`config.mk`:
```
export PLATFORM = sky130hd
export DESIGN_NAME = egk_binary_decode
export DESIGN_NICKNAME = d
export VERILOG_FILES = /design/src/rtl/egk_binary_decode.sv
export SDC_FILE = /design/constraint.sdc
export NUM_CORES = 1
export LEC_CHECK = 0
export CAP_MARGIN = 10
export CORE_UTILIZATION = 58
export DETAILED_ROUTE_END_ITERATION = 8
export PLACE_DENSITY = 0.78
export SLEW_MARGIN = 10
export SYNTH_ARGS = -nofsm -noshare
export SYNTH_HDL_FRONTEND = slang
export SYNTH_SLANG_ARGS = --single-unit
```
`constraint.sdc`:
```
create_clock -name clk -period 3.6 [get_ports clk]
set_clock_uncertainty 0.2 [all_clocks]
set_input_delay 0.72 -clock clk [delete_from_list [all_inputs] [get_ports clk]]
set_output_delay 0.72 -clock clk [all_outputs]
set_load 0.1 [all_outputs]
```
`src/rtl/egk_binary_decode.sv`:
```
// egk_binary_decode: serial order-K Exp-Golomb decoder.
// Consumes one bin per handshake, MSB first. A zero-run prefix is terminated
// by '1' and followed by an lN+K bit suffix. The decoder reconstructs the
// value N and the number of bins the code occupied.
// Optional feature macro: EGK_DEC_ABORT_EN adds the abort_i input, which
// drops any in-flight code or pending result.
module egk_binary_decode #(
  parameter int VALUE_WIDTH = 8,
  parameter int BIN_WIDTH   = 16,
  parameter int K           = 0
) (
  input  logic                   clk,
  input  logic                   rst_n,
  input  logic                   bin_valid_i,
  input  logic                   bin_i,
  output logic                   bin_ready_o,
  output logic                   valid_o,
  input  logic                   value_ready_i,
  output logic [VALUE_WIDTH-1:0] value_o,
  output logic [BIN_WIDTH-1:0]   bin_length_o,
  output logic                   error_o
`ifdef EGK_DEC_ABORT_EN
  ,
  input  logic                   abort_i
`endif
);

  localparam int LW = $clog2(VALUE_WIDTH + 1);
  localparam logic [LW-1:0] K_L    = LW'(K);
  localparam logic [LW-1:0] LN_MAX = LW'(VALUE_WIDTH - K - 1);

  typedef enum logic [1:0] {
    ST_PREFIX,
    ST_SUFFIX,
    ST_DONE
  } state_t;

  state_t                 state_q, state_n;
  logic [LW-1:0]          ln_q, ln_n;
  logic [LW-1:0]          rem_q, rem_n;
  logic [VALUE_WIDTH-1:0] suf_q, suf_n;
  logic [BIN_WIDTH-1:0]   cnt_q, cnt_n;
  logic [VALUE_WIDTH-1:0] val_q, val_n;
  logic [BIN_WIDTH-1:0]   len_q, len_n;
  logic                   err_q, err_n;

  logic                   accept;
  logic [BIN_WIDTH-1:0]   cnt_inc;
  logic [LW-1:0]          rem_load;
  logic [VALUE_WIDTH-1:0] suf_shift;
  logic [VALUE_WIDTH-1:0] prefix_ones;

  assign bin_ready_o  = (state_q != ST_DONE);
  assign valid_o      = (state_q == ST_DONE);
  assign value_o      = val_q;
  assign bin_length_o = len_q;
  assign error_o      = err_q;

  // State register.
  always_ff @(posedge clk or negedge rst_n) begin
    if (!rst_n) state_q <= ST_PREFIX;
    else        state_q <= state_n;
  end

  // Datapath registers: prefix run, remaining suffix bins, suffix, length, result.
  always_ff @(posedge clk or negedge rst_n) begin
    if (!rst_n) begin
      ln_q  <= '0;
      rem_q <= '0;
      suf_q <= '0;
      cnt_q <= '0;
      val_q <= '0;
      len_q <= '0;
      err_q <= 1'b0;
    end else begin
      ln_q  <= ln_n;
      rem_q <= rem_n;
      suf_q <= suf_n;
      cnt_q <= cnt_n;
      val_q <= val_n;
      len_q <= len_n;
      err_q <= err_n;
    end
  end

  // Next-state and datapath update.
  always_comb begin
    state_n = state_q;
    ln_n    = ln_q;
    rem_n   = rem_q;
    suf_n   = suf_q;
    cnt_n   = cnt_q;
    val_n   = val_q;
    len_n   = len_q;
    err_n   = err_q;

    accept      = bin_valid_i && (state_q != ST_DONE);
    cnt_inc     = (cnt_q == '1) ? cnt_q : cnt_q + BIN_WIDTH'(1);
    rem_load    = ln_q + K_L;
    suf_shift   = (suf_q << 1) | VALUE_WIDTH'(bin_i);
    // The full value always fits VALUE_WIDTH because lN <= LN_MAX, so the
    // extra guard bit of the reference formula is never needed.
    prefix_ones = ((VALUE_WIDTH'(1) << ln_q) - VALUE_WIDTH'(1)) << K;

    case (state_q)
      ST_PREFIX: begin
        if (accept) begin
          cnt_n = cnt_inc;
          if (!bin_i) begin
            if (ln_q == LN_MAX) begin
              state_n = ST_DONE;
              val_n   = '0;
              len_n   = cnt_inc;
              err_n   = 1'b1;
            end else begin
              ln_n = ln_q + LW'(1);
            end
          end else begin
            rem_n = rem_load;
            suf_n = '0;
            if (rem_load == '0) begin
              state_n = ST_DONE;
              val_n   = '0;
              len_n   = cnt_inc;
              err_n   = 1'b0;
            end else begin
              state_n = ST_SUFFIX;
            end
          end
        end
      end
      ST_SUFFIX: begin
        if (accept) begin
          cnt_n = cnt_inc;
          suf_n = suf_shift;
          rem_n = rem_q - LW'(1);
          if (rem_q == LW'(1)) begin
            state_n = ST_DONE;
            val_n   = prefix_ones + suf_shift;
            len_n   = cnt_inc;
            err_n   = 1'b0;
          end
        end
      end
      ST_DONE: begin
        if (value_ready_i) begin
          state_n = ST_PREFIX;
          ln_n    = '0;
          rem_n   = '0;
          suf_n   = '0;
          cnt_n   = '0;
          val_n   = '0;
          len_n   = '0;
          err_n   = 1'b0;
        end
      end
      default: state_n = ST_PREFIX;
    endcase

`ifdef EGK_DEC_ABORT_EN
    if (abort_i) begin
      state_n = ST_PREFIX;
      ln_n    = '0;
      rem_n   = '0;
      suf_n   = '0;
      cnt_n   = '0;
      val_n   = '0;
      len_n   = '0;
      err_n   = 1'b0;
    end
`endif
  end

endmodule

```
==> results.json <==
{
  "io_buffers": 31,
  "mostFrequentLayoutCells": "58 x sky130_fd_sc_hd__dfrtp_1, 51 x sky130_fd_sc_hd__nand2_1, 36 x sky130_fd_sc_hd__buf_4",
  "critical_path_peak_fanout": 6,
  "post_synthesis_xor_xnor_area_fraction_pct": 2.66,
  "preCtsSetupSlack_ns": 0.229,
  "syn_area_um2": 3630,
  "post_synth.cell_area_avg_um2": 9.05,
  "maximum_number_of_pins_on_one_net_before_global_route_repair": 48,
  "rows": 28,
  "post_synth_mux_area_share_pct": 4.07,
  "start_util_pct": 60.6,
  "detail_route.wl_per_cell_um": 15.7,
  "post_cts.repair.setup_buffers": 0,
  "endpoint_kind": "flip-flop",
  "die_width_um": 81.1,
  "timing.final.max_slew_violations": 0,
  "htree_levels": 3,
  "final_cells": 509,
  "synthArstFlopShare_pct": 100,
  "cts.clk_slew.worst_paths_ns": 0.08,
  "share_of_yosys_cell_area_claimed_by_the_top_area_cell_type_pct": 40.0,
  "gp_congestion": 0.915,
  "post_cts_hold_buffer_count": 0,
  "cp-start-kind": "flip-flop",
  "mappedNetlistNets": 432,
  "numPlacedInstances": 493,
  "drt_wl_total_um": 8010,
  "final.setup.tns_ns": 0,
  "synth_area_leaders": "sky130_fd_sc_hd__dfrtp_1 40%, sky130_fd_sc_hd__ha_1 8.6%, sky130_fd_sc_hd__nand2_1 5.3%",
  "tightest_slew_ns": 1.04,
  "remaining_drc_errors": 0,
  "detail_route.first_pass.iterations": 5,
  "rsz0062_at_grt": "no",
  "ir_drop_uv": 804,
  "drt-vias-per-instance": 5.95,
  "max-slew-margin-rel_pct": 30.6,
  "power_report.internal_total_mw": 1.86,
  "worstHoldPathType": "flip-flop to flip-flop",
  "synth_top_area_cell": "sky130_fd_sc_hd__dfrtp_1",
  "dp_hpwl_um": 5770,
  "timing.critical_path.arrival_ns": 3.20,
  "tritoncts": "done",
  "antenna-diode-count": 0,
  "numCtsBuffers": 9,
  "die_area_um2": 6580,
  "yosys.area_share.adder_pct": 9.17,
  "grt_pass1_wl_um": 13100,
  "p_clk_share_pct": 17.5,
  "grt_antenna_before_repair": 0,
  "core_area_um2": 5990,
  "timing.fmax_ghz": 0.320,
  "synth_cell_types": 49,
  "cts_sink_count": 58,
  "ant_nets": 0,
  "grt_ovf": 0,
  "synth_area_in_compound_gates_pct": 19.2,
  "p_sw_share_pct": 51.4,
  "yosys.area_share.simple_pct": 18.5,
  "p_leak_nw": 1.91,
  "synth_cells": 401,
  "finalInstanceArea_um2": 4140,
  "grt_pass1_vias": 2754,
  "critical_setup_path_class": "flip-flop to flip-flop",
  "synth-edff-count": 0,
  "totalPowerFinal_mw": 3.83,
  "switching_power_mw": 1.97,
  "cts.path.max_buffers": 2,
  "share_comb_of_total_power_pct": 58.5,
  "synth_seq_cells": 58,
  "synth-main-ff-cell": "sky130_fd_sc_hd__dfrtp_1",
  "number_of_top_level_pins": 32,
  "status": "complete, no violations",
  "drive_above_1_share_pct": 15.2,
  "power_density_nw_per_um2": 926,
  "grt_use_total_pct": 27.0,
  "design.final.nets": 460,
  "cts.root.buffer_cell": "sky130_fd_sc_hd__clkbuf_8",
  "synth_top_family_by_area": "compound AO/OA/AOI/OAI gates",
  "maxCapViolCount": 0,
  "yosys_warnings": 0,
  "timing.final.setup_violations": 0,
  "period_share_pct": 86.9,
  "min_period_ns": 3.13,
  "dieHeight_um": 81.1,
  "cts_resized": 0,
  "sequential_share_of_power_pct": 23.9,
  "route.vias.total": 3030,
  "mostFrequentLayoutCell": "sky130_fd_sc_hd__dfrtp_1",
  "drt_iter0_markers": 179,
  "timing.final.hold_violations": 0,
  "syn2layout_area_growth_pct": 14.1,
  "clk-insertion-delay-late_ns": 0.35,
  "share_of_synthesized_area_occupied_by_flip_flops_and_latches_pct": 40.0,
  "detailed_place.area_um2": 3920,
  "final.setup.worst_slack_ns": 0.471,
  "critical_path_required_ns": 3.67,
  "r2r_setup_slack_ns": 0.47
}
[Yosys cell counts, types with 5 or more instances]
library cell / number
sky130_fd_sc_hd__mux2_2: 6
sky130_fd_sc_hd__mux2i_1: 8
sky130_fd_sc_hd__nand3_1: 11
sky130_fd_sc_hd__nand4_1: 6
sky130_fd_sc_hd__a31oi_1: 5
sky130_fd_sc_hd__ha_1: 25
sky130_fd_sc_hd__and2_1: 5
sky130_fd_sc_hd__a22o_1: 7
sky130_fd_sc_hd__inv_1: 33
sky130_fd_sc_hd__nor3_1: 9
sky130_fd_sc_hd__nor2_1: 25
sky130_fd_sc_hd__nand2b_1: 8
sky130_fd_sc_hd__nand2_1: 51
sky130_fd_sc_hd__a21oi_1: 14
sky130_fd_sc_hd__xor2_1: 7
sky130_fd_sc_hd__dfrtp_1: 58
sky130_fd_sc_hd__nor2b_1: 7
sky130_fd_sc_hd__o31ai_1: 18
sky130_fd_sc_hd__clkbuf_1: 14
sky130_fd_sc_hd__o21ai_0: 25
[stage by stage]
stage	utilization, %	hold WS (ns)
after global placement	65.5	0.260
after floorplan	-	0.224
after global routing	69.1	0.306
after CTS	69.1	0.283
after detailed placement	65.5	0.266
final	69.1	0.282
[final timing paths]
path | startpoint | end | cells past startpoint
setup / recovery | ln_q[0]$_DFFE_PN0P_ | value_o[7]$_DFFE_PN0P_ | 13
hold / removal | bin_length_o[1]$_DFFE_PN0P_ | bin_length_o[1]$_DFFE_PN0P_ | 2
setup reg to reg | ln_q[0]$_DFFE_PN0P_ | value_o[7]$_DFFE_PN0P_ | 13
hold reg to reg | bin_length_o[1]$_DFFE_PN0P_ | bin_length_o[1]$_DFFE_PN0P_ | 2
max in group asynchronous | rst_n | cnt_q[0]$_DFFE_PN0P_ | 2
min in group asynchronous | rst_n | suf_q[5]$_DFFE_PN0P_ | 1
[state kept, by name, summed over array words and instances, names as in the netlist]
name          count
suf_q             7
ln_q              4
state_q           2
error_o           1
value_o           8
bin_length_o     16
cnt_q            16
rem_q             4
[worst max-delay path, stage by stage, from the launching register on]
cell and delay [ns]:
sky130_fd_sc_hd__dfrtp_1 0.43, sky130_fd_sc_hd__inv_1 0.12, sky130_fd_sc_hd__ha_1 0.19, sky130_fd_sc_hd__or3b_4 0.42
sky130_fd_sc_hd__ha_1 0.20, sky130_fd_sc_hd__inv_1 0.06, sky130_fd_sc_hd__ha_1 0.16, sky130_fd_sc_hd__inv_1 0.06
sky130_fd_sc_hd__fa_1 0.39, sky130_fd_sc_hd__nor2b_1 0.25, sky130_fd_sc_hd__o31a_1 0.20, sky130_fd_sc_hd__o22ai_1 0.10
sky130_fd_sc_hd__xnor2_1 0.12, sky130_fd_sc_hd__o21ai_0 0.17
[cell families after synthesis]
family | after synthesis
flip-flops | 58
AO/OA/AOI/OAI | 98
buffers and inverters | 56
multiplexers | 14
AND/OR/NAND/NOR | 138
adder cells (fa/ha/maj) | 26
XOR/XNOR | 11
[cell type report]
| type | count | area (um^2) |
|---|---|---|
| clock buffer | 11 | 141 |
| clock inverter | 5 | 77.6 |
| fill | 476 | 1850 |
| inverter | 33 | 124 |
| multi-input combinational | 287 | 1950 |
| sequential | 58 | 1450 |
| tap | 75 | 93.8 |
| timing repair buffer | 40 | 305 |
[power by group through the flow]
stage,logic [mW],registers [mW],clock network (mW)
2_1_floorplan,1.47,1.23,0
3_3_place_gp,2.16,0.916,0
3_5_place_dp,2.23,0.925,0
4_1_cts,2.24,0.913,0.676
5_1_grt,2.44,0.938,0.712
6_report,2.24,0.917,0.673
[per-layer routing]
metal / wire [um] / GRT usage [%] / vias to the layer above
met3: 408 / 6.07 / 6
li1: - / - / 1474
met2: 3600 / 40.2 / 91
met5: 0 / 0 / -
met4: 78 / 8.75 / 0
met1: 3930 / 38.6 / 1459
(Power assumes the default switching activity.)
